`src/rtl/mem_arb_pkg.sv`:
```
// Shared types and constants for the two-port memory arbiter.
// FSM encoding, port identifiers and byte-enable patterns.
package mem_arb_pkg;

  typedef enum logic [1:0] {
    IDLE   = 2'd0,
    ACCESS = 2'd1,
    MERGE  = 2'd2,
    DONE   = 2'd3
  } state_e;

  typedef logic port_t;

  localparam port_t PORT_I = 1'b0;
  localparam port_t PORT_D = 1'b1;

  localparam logic [3:0] BE_NONE = 4'b0000;
  localparam logic [3:0] BE_FULL = 4'b1111;

  localparam int BYTES_PER_WORD = 4;

endpackage

```
`src/rtl/mem_byte_merge.sv`:
```
// Byte-lane merge of new store data over an old word; purely combinational.
// Lanes with be=1 take new_word, the rest keep old_word.
module mem_byte_merge
  import mem_arb_pkg::*;
(
  input  logic [31:0] old_word,
  input  logic [31:0] new_word,
  input  logic [3:0]  be,
  output logic [31:0] merged_word
);

  always_comb begin
    merged_word = old_word;
    for (int n = 0; n < BYTES_PER_WORD; n++) begin
      if (be[n]) begin
        merged_word[8*n +: 8] = new_word[8*n +: 8];
      end
    end
  end

endmodule

```
`src/rtl/mem_arbiter.sv`:
```
// Shares a single-port level-sensitive memory between fetch and load/store ports, one
// transaction in flight (3 cycles, 4 for a sub-word RMW store); requesters hold req until ack.
module mem_arbiter
  import mem_arb_pkg::*;
#(
  parameter int unsigned FIXED_PRIORITY = 0
) (
  input  logic        clk,
  input  logic        reset,

  input  logic        i_req,
  input  logic [31:0] i_addr,
  output logic [31:0] i_rdata,
  output logic        i_ack,

  input  logic        d_req,
  input  logic        d_we,
  input  logic [3:0]  d_be,
  input  logic [31:0] d_addr,
  input  logic [31:0] d_wdata,
  output logic [31:0] d_rdata,
  output logic        d_ack,

  output logic [31:0] mem_address,
  output logic [31:0] mem_data_in,
  output logic        mem_we,
  input  logic [31:0] mem_data_out
);

  state_e      state_q, state_d;
  port_t       port_q, port_d;
  port_t       last_grant_q, last_grant_d;
  logic        we_q, we_d;
  logic [3:0]  be_q, be_d;
  logic [31:0] wdata_q, wdata_d;
  logic [31:0] i_rdata_q, i_rdata_d;
  logic [31:0] d_rdata_q, d_rdata_d;
  logic        i_ack_q, i_ack_d;
  logic        d_ack_q, d_ack_d;
  logic        mem_we_q, mem_we_d;
  logic [31:0] mem_address_q, mem_address_d;
  logic [31:0] mem_data_in_q, mem_data_in_d;

  logic        any_req;
  port_t       grant_port;
  logic        grant_full_store;
  logic        is_partial;
  logic        is_full_store;
  logic [31:0] merged_word;

  // Word addressing only; the low address bits carry no information here.
  logic unused_addr_bits;
  assign unused_addr_bits = ^{i_addr[1:0], d_addr[1:0]};

  assign any_req    = i_req | d_req;
  assign grant_port = (d_req && (!i_req || (FIXED_PRIORITY != 0) || (last_grant_q == PORT_I)))
                      ? PORT_D : PORT_I;
  assign grant_full_store = (grant_port == PORT_D) && d_we && (d_be == BE_FULL);

  assign is_full_store = we_q && (be_q == BE_FULL);
  assign is_partial    = we_q && (be_q != BE_NONE) && (be_q != BE_FULL);

  mem_byte_merge u_merge (
    .old_word    (mem_data_out),
    .new_word    (wdata_q),
    .be          (be_q),
    .merged_word (merged_word)
  );

  always_ff @(posedge clk) begin
    if (reset) begin
      state_q       <= IDLE;
      port_q        <= PORT_I;
      last_grant_q  <= PORT_D;
      we_q          <= 1'b0;
      be_q          <= BE_NONE;
      wdata_q       <= '0;
      i_rdata_q     <= '0;
      d_rdata_q     <= '0;
      i_ack_q       <= 1'b0;
      d_ack_q       <= 1'b0;
      mem_we_q      <= 1'b0;
      mem_address_q <= '0;
      mem_data_in_q <= '0;
    end else begin
      state_q       <= state_d;
      port_q        <= port_d;
      last_grant_q  <= last_grant_d;
      we_q          <= we_d;
      be_q          <= be_d;
      wdata_q       <= wdata_d;
      i_rdata_q     <= i_rdata_d;
      d_rdata_q     <= d_rdata_d;
      i_ack_q       <= i_ack_d;
      d_ack_q       <= d_ack_d;
      mem_we_q      <= mem_we_d;
      mem_address_q <= mem_address_d;
      mem_data_in_q <= mem_data_in_d;
    end
  end

  always_comb begin
    state_d = state_q;
    unique case (state_q)
      IDLE:    if (any_req) state_d = ACCESS;
      ACCESS:  state_d = is_partial ? MERGE : DONE;
      MERGE:   state_d = DONE;
      DONE:    state_d = IDLE;
      default: state_d = IDLE;
    endcase
  end

  always_comb begin
    port_d        = port_q;
    last_grant_d  = last_grant_q;
    we_d          = we_q;
    be_d          = be_q;
    wdata_d       = wdata_q;
    i_rdata_d     = i_rdata_q;
    d_rdata_d     = d_rdata_q;
    i_ack_d       = 1'b0;
    d_ack_d       = 1'b0;
    mem_we_d      = 1'b0;
    mem_address_d = mem_address_q;
    mem_data_in_d = mem_data_in_q;

    unique case (state_q)
      IDLE: begin
        if (any_req) begin
          port_d  = grant_port;
          we_d    = (grant_port == PORT_D) ? d_we : 1'b0;
          be_d    = (grant_port == PORT_D) ? d_be : BE_NONE;
          wdata_d = d_wdata;
          mem_address_d = (grant_port == PORT_D) ? {d_addr[31:2], 2'b00}
                                                 : {i_addr[31:2], 2'b00};
          // A full-word store writes during ACCESS, so its data must be staged now.
          if (grant_full_store) begin
            mem_we_d      = 1'b1;
            mem_data_in_d = d_wdata;
          end
        end
      end
      ACCESS: begin
        if (is_partial) begin
          mem_we_d      = 1'b1;
          mem_data_in_d = merged_word;
        end else begin
          if (!is_full_store) begin
            if (port_q == PORT_I) i_rdata_d = mem_data_out;
            else                  d_rdata_d = mem_data_out;
          end
          if (port_q == PORT_I) i_ack_d = 1'b1;
          else                  d_ack_d = 1'b1;
        end
      end
      MERGE: begin
        if (port_q == PORT_I) i_ack_d = 1'b1;
        else                  d_ack_d = 1'b1;
      end
      DONE: begin
        last_grant_d = port_q;
      end
      default: ;
    endcase
  end

  assign i_rdata     = i_rdata_q;
  assign d_rdata     = d_rdata_q;
  assign i_ack       = i_ack_q;
  assign d_ack       = d_ack_q;
  assign mem_we      = mem_we_q;
  assign mem_address = mem_address_q;
  assign mem_data_in = mem_data_in_q;

endmodule

```
`config.mk`:
```
export PLATFORM = sky130hd
export DESIGN_NAME = mem_arbiter
export DESIGN_NICKNAME = d
export VERILOG_FILES = /design/src/rtl/mem_arb_pkg.sv /design/src/rtl/mem_byte_merge.sv /design/src/rtl/mem_arbiter.sv
export SDC_FILE = /design/constraint.sdc
export NUM_CORES = 1
export LEC_CHECK = 0
export ABC_AREA = 0
export CAP_MARGIN = 20
export CORE_ASPECT_RATIO = 0.75
export CORE_UTILIZATION = 40
export CTS_CLUSTER_DIAMETER = 50
export DETAILED_ROUTE_END_ITERATION = 16
export PLACE_DENSITY = 0.75
export SKIP_LAST_GASP = 1
export SLEW_MARGIN = 20
export SYNTH_ARGS = -nofsm -noshare
export SYNTH_HDL_FRONTEND = slang
export SYNTH_SLANG_ARGS = --single-unit
export TNS_END_PERCENT = 20
```
`constraint.sdc`:
```
create_clock -name clk -period 1.9 [get_ports clk]
set_clock_uncertainty 0.2 [all_clocks]
set_input_delay 0.285 -clock clk [delete_from_list [all_inputs] [get_ports clk]]
set_output_delay 0.285 -clock clk [all_outputs]
set_load 0.01 [all_outputs]
```
==> results.toml <==
[setup_path]
reg2reg_from = "be_q[1]"
cp.required_ns = 1.41
start_kind = "register"
cp_num_buf_inv = 1
arrival_ns = 1.39
crit_family = "buffers and inverters"
critPathKind = "reg2out"
critPathCaptureType = "output port"
crit_fanout = 2
crit_path_max_incr_delay_ns = 0.57
cp_slowest_cell = "clkdlybuf4s50_1"
path_cells = "clkdlybuf4s50_1"
critPathLaunch = "mem_data_in[29]"

[pwr]
p_leak_nw = 4.25
irDropWorstVdd_uv = 704
powerDensity_nw_per_um2 = 1260
total_power_mw = 13.8

[sta]
hold_slack_ns = -0.0106
post-route-min-period_ns = 1.88
setup_tns_ns = 0
setup_viol = 0
rsz0062_at_grt = "true"
max_freq_mhz = 533
slew_violations = 0
hold_viol = 1
fin_crit_sh_pct = 98.8

[routing]
dr.pass1.iters = 5
via_per_inst = 5.19
dr.first_iter.drc_count = 547
vias = 7018
ant_nets = 0
route.detailed.drc = 0
wirelength_um = 23600
routedWlPerCell_um = 17.5

[cells_and_area]
most-common-layout-cells = "256 x clkdlybuf4s50_1, 221 x nand2_1, 165 x dfxtp_1"
nets = 1244
diodes = 0
fill_cells = 1433
final_core_util_pct = 64.4
fin_cells = 1351
layout_commonest_cell = "clkdlybuf4s50_1"
area_delta_synth_final_pct = 54.6
drive_gt1_share_pct = 10.0

[job]
maxCapViolations = 0

[global_route]
grt_max_degree = 39
grt_first_pass_wirelength_um = 36200
antenna_found_initial = 0
grt_pass1_vias = 6687
overflow = 0
grt_use_total_pct = 25.3

[logic_synthesis]
synth_edf_count = 0
synth_cells = 838
yosysSeqAreaShare_pct = 47.9
syn_area_um2 = 7110
avgSynthCellArea_um2 = 8.49
yosys_warnings = 0
synthFlopType = "dfxtp_1"
synth-seq-cells = 170
async_flop_share_pct = 0
synth_cell_types = 39

[floorplanning]
io_pins = 268
start_util_pct = 41.6
die-area_um2 = 18300
rows = 41
die_w_um = 156
die_h_um = 117
coreArea_um2 = 17100

[cts]
root_buffer = "clkbuf_16"
htree_levels = 4
hold_buffers = 0
cts_buffers = 17
cts_buffer_depth = 2
cts_tree = "built"
clkTransAtPathRegs_ns = 0.06
clk_latency_ns = 0.42
clock-sinks = 170

[placed_design]
dp_hpwl_um = 16400
gp_routability_congestion = 0.903
io_buffers = 261
dp_cells = 1311

[run_status]
violations = "negative hold slack"
status = "finished, violations left"

[min_path]
min-delay-start = "d_be[3]"
hold_path.class = "in2reg"
[synth_stat cells (4+ instances only)]
library cell	instances	area (µm²)
a32oi_1	4	35.0
o21ai_1	16	80.1
a21oi_1	99	495
a311oi_1	30	263
inv_1	5	18.8
buf_1	7	26.3
nor2_1	71	267
mux2i_1	65	651
nand2_1	221	830
clkbuf_1	43	161
ha_1	5	62.6
buf_4	6	45.0
o2111ai_1	32	280
dfxtp_1	170	3400
buf_6	7	78.8
buf_2	13	65.1
o21ai_0	17	85.1
[report_power, final]
part	total, mW	switching, mW	internal [mW]	leakage (nW)
Sequential	4.69	0.401	4.28	1.39
Clock	3.57	1.56	2.01	0.284
Combinational	5.58	2.91	2.67	2.57
Total	13.8	4.87	8.96	4.25
[metal layers]
layer / vias to the layer above / track usage (%) / part of all wire, %
li1: 3449 / - / -
met1: 3272 / 34.7 / 46
met2: 278 / 38.6 / 44
met3: 19 / 7.40 / 9.0
met4: 0 / 6.56 / 1.0
met5: - / 0 / 0
[path summary, 6_finish.rpt]
path,endpoint,slack (ns),cells past startpoint
setup / recovery,mem_data_in[29],0.02,1
hold / removal,be_q[3],-0.01,3
setup reg to reg,mem_data_in[9],0.05,5
hold reg to reg,i_rdata[11],0.25,2
[flip-flops by register name, summed over array words and instances, names as in the netlist, 2 cells and up]
signal       count
wdata_q         32
d_rdata         32
be_q             4
mem_data_in     32
state_q          2
i_rdata         32
mem_address     30
[timing repair]
action,in CTS,in global routing
buffers inserted,1,5
gates resized for setup,4,24
gates cloned,1,1
endpoints found under the setup margin,33,67
pin swaps,1,2
[layout make-up]
class                      count  area [µm²]  area share (%)
inverter                       5        18.8           0.171
multi-input combinational    588        3370            30.7
tap                          236         295            2.69
clock buffer                  19         443            4.03
timing repair buffer         320        3300            30.0
sequential                   170        3410            31.0
clock inverter                13         155            1.41
[kinds of logic after synthesis]
| family | Yosys count | synth area share [%] |
|---|---|---|
| multiplexers | 65 | 9.15 |
| adder cells (fa/ha/maj) | 5 | 0.880 |
| other | 1 | 0.0527 |
| AO/OA/AOI/OAI | 210 | 19.7 |
| buffers and inverters | 81 | 5.56 |
| AND/OR/NAND/NOR | 306 | 16.8 |
| flip-flops | 170 | 47.9 |
[tightest hold or removal path, cell delays in order]
cell            delay (ns)
dlymetal6s2s_1        0.12
a32oi_1               0.10
nor2_1                0.07
[through the flow]
stage          cell area, µm²  worst slack, ns
3_3_place_gp            10200           -0.304
4_1_cts                 10900          -0.0139
2_1_floorplan            7150          0.00354
6_report                11000           0.0233
3_5_place_dp            10200           -0.368
5_1_grt                 11000          -0.0384
(Power assumes the default switching activity.)
